## config.mk

```make
export PLATFORM = sky130hd
export DESIGN_NAME = xs_back1_rom_fetch
export DESIGN_NICKNAME = d
export VERILOG_FILES = /design/src/rtl/xs_rom_pkg.sv /design/src/rtl/xs_back1_rom_fetch.sv
export SDC_FILE = /design/constraint.sdc
export NUM_CORES = 1
export LEC_CHECK = 0
export ABC_AREA = 1
export CAP_MARGIN = 20
export CORE_MARGIN = 1
export CORE_UTILIZATION = 30
export CTS_CLUSTER_SIZE = 16
export DETAILED_ROUTE_END_ITERATION = 7
export SLEW_MARGIN = 20
export SYNTH_ARGS = -nofsm -noshare
export SYNTH_HDL_FRONTEND = slang
export SYNTH_SLANG_ARGS = --single-unit
```

## constraint.sdc

```tcl
create_clock -name clk -period 2.4 [get_ports clk]
set_input_delay 0.36 -clock clk [delete_from_list [all_inputs] [get_ports clk]]
set_output_delay 0.36 -clock clk [all_outputs]
set_load 0.05 [all_outputs]
```

## src/rtl/xs_rom_pkg.sv

```systemverilog
// rtl/xs_rom_pkg.sv - shared types and constants for the tile-layer ROM fetchers
//
// Purpose: fetch FSM state encoding plus the BACK1 SDRAM region base and the
// word returned when a read is abandoned. Other layer fetchers reuse these.
package xs_rom_pkg;

  typedef enum logic [1:0] {
    IDLE  = 2'd0,
    ISSUE = 2'd1,
    DONE  = 2'd2
  } fetch_state_t;

  // BACK1 gfx lives in 4 banks of 32K x 16 starting at this SDRAM word offset.
  localparam logic [23:0] BACK1_BASE_ADDR = 24'h040000;
  localparam logic [15:0] BACK1_FILL_DATA = 16'hFFFF;

endpackage

```

## src/rtl/xs_back1_rom_fetch.sv

```systemverilog
// rtl/xs_back1_rom_fetch.sv - BACK1 ROM port to SDRAM arbiter fetch stage
//
// Purpose: turns the BACK1 layer's ROM_req pulse into one SDRAM read, with a
// 1-entry tag cache, a 1-deep newest-wins pending slot and a read timeout so
// a stalled arbiter never wedges video.
//
// Ports:
//   clk          in   master clock, posedge
//   RESETn       in   async active-low reset
//   ROM_req      in   1-cycle request pulse
//   req_ROM_addr in   17-bit word address, valid with ROM_req
//   ROM_data     out  fetched word, held until the next completion
//   ROM_valid    out  1-cycle pulse when ROM_data updates
//   sdr_addr     out  BASE_ADDR + req_ROM_addr, stable while sdr_req=1
//   sdr_req      out  level read request to the arbiter
//   sdr_rdy      in   1-cycle pulse, sdr_data valid and request retired
//   sdr_data     in   read data
//   timeout_cnt  out  saturating count of abandoned reads
module xs_back1_rom_fetch
  import xs_rom_pkg::*;
#(
  parameter int                 ADDR_W    = 24,
  parameter logic [ADDR_W-1:0]  BASE_ADDR = ADDR_W'(BACK1_BASE_ADDR),
  parameter int                 TIMEOUT   = 255,
  parameter logic [15:0]        FILL_DATA = BACK1_FILL_DATA
) (
  input  logic              clk,
  input  logic              RESETn,
  input  logic              ROM_req,
  input  logic [16:0]       req_ROM_addr,
  output logic [15:0]       ROM_data,
  output logic              ROM_valid,
  output logic [ADDR_W-1:0] sdr_addr,
  output logic              sdr_req,
  input  logic              sdr_rdy,
  input  logic [15:0]       sdr_data,
  output logic [7:0]        timeout_cnt
);

  localparam int WAIT_W = $clog2(TIMEOUT + 1);

  fetch_state_t      state_q, state_d;
  logic [15:0]       rom_data_q, rom_data_d;
  logic              rom_valid_q, rom_valid_d;
  logic [ADDR_W-1:0] sdr_addr_q, sdr_addr_d;
  logic              sdr_req_q, sdr_req_d;
  logic [WAIT_W-1:0] wait_q, wait_d;
  logic [7:0]        tmo_cnt_q, tmo_cnt_d;
  logic [16:0]       tag_q, tag_d;
  logic              tag_vld_q, tag_vld_d;
  logic [15:0]       cache_q, cache_d;
  logic [16:0]       fly_addr_q, fly_addr_d;
  logic              pend_vld_q, pend_vld_d;
  logic [16:0]       pend_addr_q, pend_addr_d;

  logic        req_vld;
  logic [16:0] req_addr;

  // A fresh request always beats whatever is parked in the pending slot.
  assign req_vld  = ROM_req | pend_vld_q;
  assign req_addr = ROM_req ? req_ROM_addr : pend_addr_q;

  always_comb begin
    state_d     = state_q;
    rom_data_d  = rom_data_q;
    rom_valid_d = 1'b0;
    sdr_addr_d  = sdr_addr_q;
    sdr_req_d   = sdr_req_q;
    wait_d      = wait_q;
    tmo_cnt_d   = tmo_cnt_q;
    tag_d       = tag_q;
    tag_vld_d   = tag_vld_q;
    cache_d     = cache_q;
    fly_addr_d  = fly_addr_q;
    pend_vld_d  = pend_vld_q;
    pend_addr_d = pend_addr_q;

    case (state_q)
      IDLE: begin
        if (req_vld) begin
          pend_vld_d = 1'b0;
          if (tag_vld_q && (tag_q == req_addr)) begin
            rom_data_d  = cache_q;
            rom_valid_d = 1'b1;
          end else begin
            sdr_addr_d = BASE_ADDR + ADDR_W'(req_addr);
            fly_addr_d = req_addr;
            sdr_req_d  = 1'b1;
            wait_d     = '0;
            state_d    = ISSUE;
          end
        end
      end

      ISSUE: begin
        // Same address as the read in flight will be satisfied by its completion.
        if (ROM_req && (req_ROM_addr != fly_addr_q)) begin
          pend_vld_d  = 1'b1;
          pend_addr_d = req_ROM_addr;
        end
        if (sdr_rdy) begin
          rom_data_d  = sdr_data;
          rom_valid_d = 1'b1;
          cache_d     = sdr_data;
          tag_d       = fly_addr_q;
          tag_vld_d   = 1'b1;
          sdr_req_d   = 1'b0;
          state_d     = DONE;
        end else if (wait_q == WAIT_W'(TIMEOUT - 1)) begin
          // sdr_req has now been high for TIMEOUT cycles; give up on this read.
          rom_data_d  = FILL_DATA;
          rom_valid_d = 1'b1;
          tag_vld_d   = 1'b0;
          sdr_req_d   = 1'b0;
          if (tmo_cnt_q != 8'hFF) tmo_cnt_d = tmo_cnt_q + 8'd1;
          state_d     = DONE;
        end else begin
          wait_d = wait_q + 1'b1;
        end
      end

      DONE: begin
        // Guarantees sdr_req is low for at least one cycle between reads.
        if (ROM_req) begin
          pend_vld_d  = 1'b1;
          pend_addr_d = req_ROM_addr;
        end
        state_d = IDLE;
      end

      default: state_d = IDLE;
    endcase
  end

  always_ff @(posedge clk or negedge RESETn) begin
    if (!RESETn) begin
      state_q     <= IDLE;
      rom_data_q  <= 16'h0;
      rom_valid_q <= 1'b0;
      sdr_addr_q  <= '0;
      sdr_req_q   <= 1'b0;
      wait_q      <= '0;
      tmo_cnt_q   <= 8'h0;
      tag_q       <= 17'h0;
      tag_vld_q   <= 1'b0;
      cache_q     <= 16'h0;
      fly_addr_q  <= 17'h0;
      pend_vld_q  <= 1'b0;
      pend_addr_q <= 17'h0;
    end else begin
      state_q     <= state_d;
      rom_data_q  <= rom_data_d;
      rom_valid_q <= rom_valid_d;
      sdr_addr_q  <= sdr_addr_d;
      sdr_req_q   <= sdr_req_d;
      wait_q      <= wait_d;
      tmo_cnt_q   <= tmo_cnt_d;
      tag_q       <= tag_d;
      tag_vld_q   <= tag_vld_d;
      cache_q     <= cache_d;
      fly_addr_q  <= fly_addr_d;
      pend_vld_q  <= pend_vld_d;
      pend_addr_q <= pend_addr_d;
    end
  end

  assign ROM_data    = rom_data_q;
  assign ROM_valid   = rom_valid_q;
  assign sdr_addr    = sdr_addr_q;
  assign sdr_req     = sdr_req_q;
  assign timeout_cnt = tmo_cnt_q;

endmodule

```

==> results.tsv <==
metric	value	unit
status	finished clean	
Initial Utilization	0.307	
post-synthesis cell area	5510	µm²
Cell Count, Final, Fillers Out	1082	
GPL Wtd Cong	0.848	
die area	18900	µm²
worst slew pin tran	0.552	ns
vias in the first global route	4872	
hpwl dp	10.4	mm
async set or reset register ratio after synthesis	1.00	
Tightest Hold Check Type	reg2reg	
Post-Route WL	14.6	mm
Clk pin slew, worst setup/hold paths	0.07	ns
CTS tree	done	
Via density	4.67	
post-synthesis sequential area ratio	0.481	
total power	9.67	mW
initial antenna violation count	0	
Remaining Overflow, GRT	0	
Max-Cap Viols	0	
Pwr Density	1350	nW/µm²
Setup Total Neg Slack	0	ns
max-slew violations	0	
crit path launch type	input port	
RSZ-0062 raised after global routing	false	
Slew Limit Headroom	0.631	
Yosys top cell by area	dfrtp_1	
R2R setup slack	0.52	ns
YS warnings	0	
Worst VDD drop	0.490	mV
most common cell in the netlist	nand2_1	
CP endpoint kind	register	
Clock Root Buffer	clkbuf_16	
TritonCTS Sinks	106	
Area Growth Syn to Fin	30.3	%
clock skew	0.0140	ns
Crit path largest cell delay	0.52	ns
Distinct cells, synth	29	
commonest register cell after synthesis	dfrtp_1	
share of layout cells above drive strength 1	0.0891	
Yosys top cell area share	0.481	
first-pass GRT wire length	24.2	mm
Wirelength per Cell	13.5	µm
crit path max fanout	13	
die width	138	µm
Fin. Hold Viols	0	
Fillers	1826	
Worst EP arrival	2.37	ns
fin area	7180	µm²
Core Box Area	18000	µm²
DP Area	6860	µm²
top cells by area, synth	dfrtp_1, nand2_1, nand3_1	
Crit path required time	2.64	ns
crit-path cells	clkdlybuf4s50_1 -> buf_4 -> nand2_1 -> nand3_1 -> buf_4 -> nand2_1 -> nor2_1 -> nand2_1 -> nor2_1 -> nand4_1 -> buf_4 -> nand3_1 -> nand2_1	
Ports	87	
iteration count of the initial detailed-routing pass	5	
CTS buffer count	9	
clk_lat worst skew	0.35	ns
Worst path slowest cell	clkdlybuf4s50_1	
syn_area_per_cell	7.50	µm²
leakage	3.68	nW
clock buffer depth	2	
Total GRT Usage	0.166	
# rows	49	
PortBufs	80	
Iter 0 DRT Violations	340	
Gate Count Post-Synth	735	
Final Setup Violations	0	
EDFF count, synth	0	
Die Y	138	µm
Yosys reg bits	106	
Util after Layout	0.400	
nets@finish	891	
Vias	5055	
H-tree levels	3	
# diodes	0	
ANT nets after route	0	
crit path kind	in2reg	
Post-route DRC	0	
# placed instances	1065	
most frequent CP cell	nand2_1	
fmax	0.470	GHz
crit share post-route	0.887	
post-layout min period	2.13	ns
commonest cells in the netlist	nand2_1, dfrtp_1, nand3_1, nor2_1, inv_1	
largest net degree at the start of global routing	68	
==> per-stage QoR <==
stage / hold WS, ns / setup slack, ns
after CTS: 0.476 / 0.263
final: 0.472 / 0.271
after global routing: 0.496 / 0.0456
after detailed placement: 0.362 / -0.0963
after global placement: 0.366 / -0.0811
after floorplan: 0.0644 / 0.404
==> per-layer routing <==
metal / global-route usage / vias up / part of all wire
met3: 0.0364 / 18 / 0.047
met1: 0.230 / 2371 / 0.48
met4: 0.0470 / 0 / 0.016
met2: 0.258 / 109 / 0.46
met5: 0 / - / 0
li1: - / 2557 / -
==> where the power goes <==
part,switching (mW),internal [mW]
Sequential,0.484,2.54
Clock,0.682,0.872
Combinational,3.26,1.84
Total,4.42,5.25
==> flip-flops by register name, summed over array words and instances (netlist names) <==
signal and flops:
cache_q 16, pend_addr_q 17, wait_q 8, sdr_req 1, fly_addr_q 16, ROM_data 16, pend_vld_q 1, state_q 2
sdr_addr 2, timeout_cnt 8, ROM_valid 1, tag_vld_q 1, tag_q 17
==> critical path, delay by kind of cell <==
kind | cells | cell delay, ns
buffers and inverters | 4 | 1.13
and+or+nand+nor | 9 | 0.87
==> worst paths after layout <==
kind                                   from              to  depth (start not counted)
worst max-delay path                ROM_req       wait_q[6]                         13
worst max register to register   state_q[1]     ROM_data[2]                          7
worst min-delay path            ROM_data[9]     ROM_data[9]                          2
min in group asynchronous            RESETn     ROM_data[8]                          2
worst min register to register  ROM_data[9]     ROM_data[9]                          2
max in group asynchronous            RESETn  fly_addr_q[10]                          3
==> layout make-up <==
| type | count | area (µm²) | area share |
|---|---|---|---|
| clock buffer | 11 | 253 | 0.0352 |
| clock inverter | 5 | 61.3 | 0.00854 |
| inverter | 62 | 233 | 0.0324 |
| multi-input combinational | 537 | 2450 | 0.342 |
| sequential | 106 | 2650 | 0.369 |
| tap | 229 | 287 | 0.0399 |
| timing repair buffer | 132 | 1240 | 0.173 |
==> layout by cell type, fill, tap and decap left out, drive strengths merged <==
cell type / count
conb: 6
nand3b: 1
o21ai: 9
nand3: 72
nand4: 25
nand2: 264
nor3: 6
xor2: 14
clkbuf: 11
o21a: 2
a31oi: 1
dlygate4sd3: 1
bufinv: 1
dfrtp: 106
ha: 6
buf: 52
a21oi: 51
nor2: 70
xnor2: 6
and3: 1
clkinvlp: 2
or2: 2
clkinv: 3
inv: 61
mux2: 1
clkdlybuf4s50: 79
==> cells by family (layout without fill, tap and decap cells) <==
kind of cell	after synthesis	after routing	synth area share
buffers and inverters	97	210	0.0774
adders and majority gates	6	6	0.0136
muxes	1	1	0.00204
DFF	106	106	0.481
other	1	6	0.000681
AOI/OAI and AO/OA	63	63	0.0584
xor gates and xnor gates	20	20	0.0318
and+or+nand+nor	441	441	0.335
==> what timing repair did <==
| item | CTS | global route |
|---|---|---|
| gates resized for setup | 0 | 0 |
| endpoints found under the hold margin | 34 | 0 |
| hold buffers | 1 | 0 |
| buffers inserted | 0 | 0 |
No activity file was read; power rests on OpenSTA's default activity.
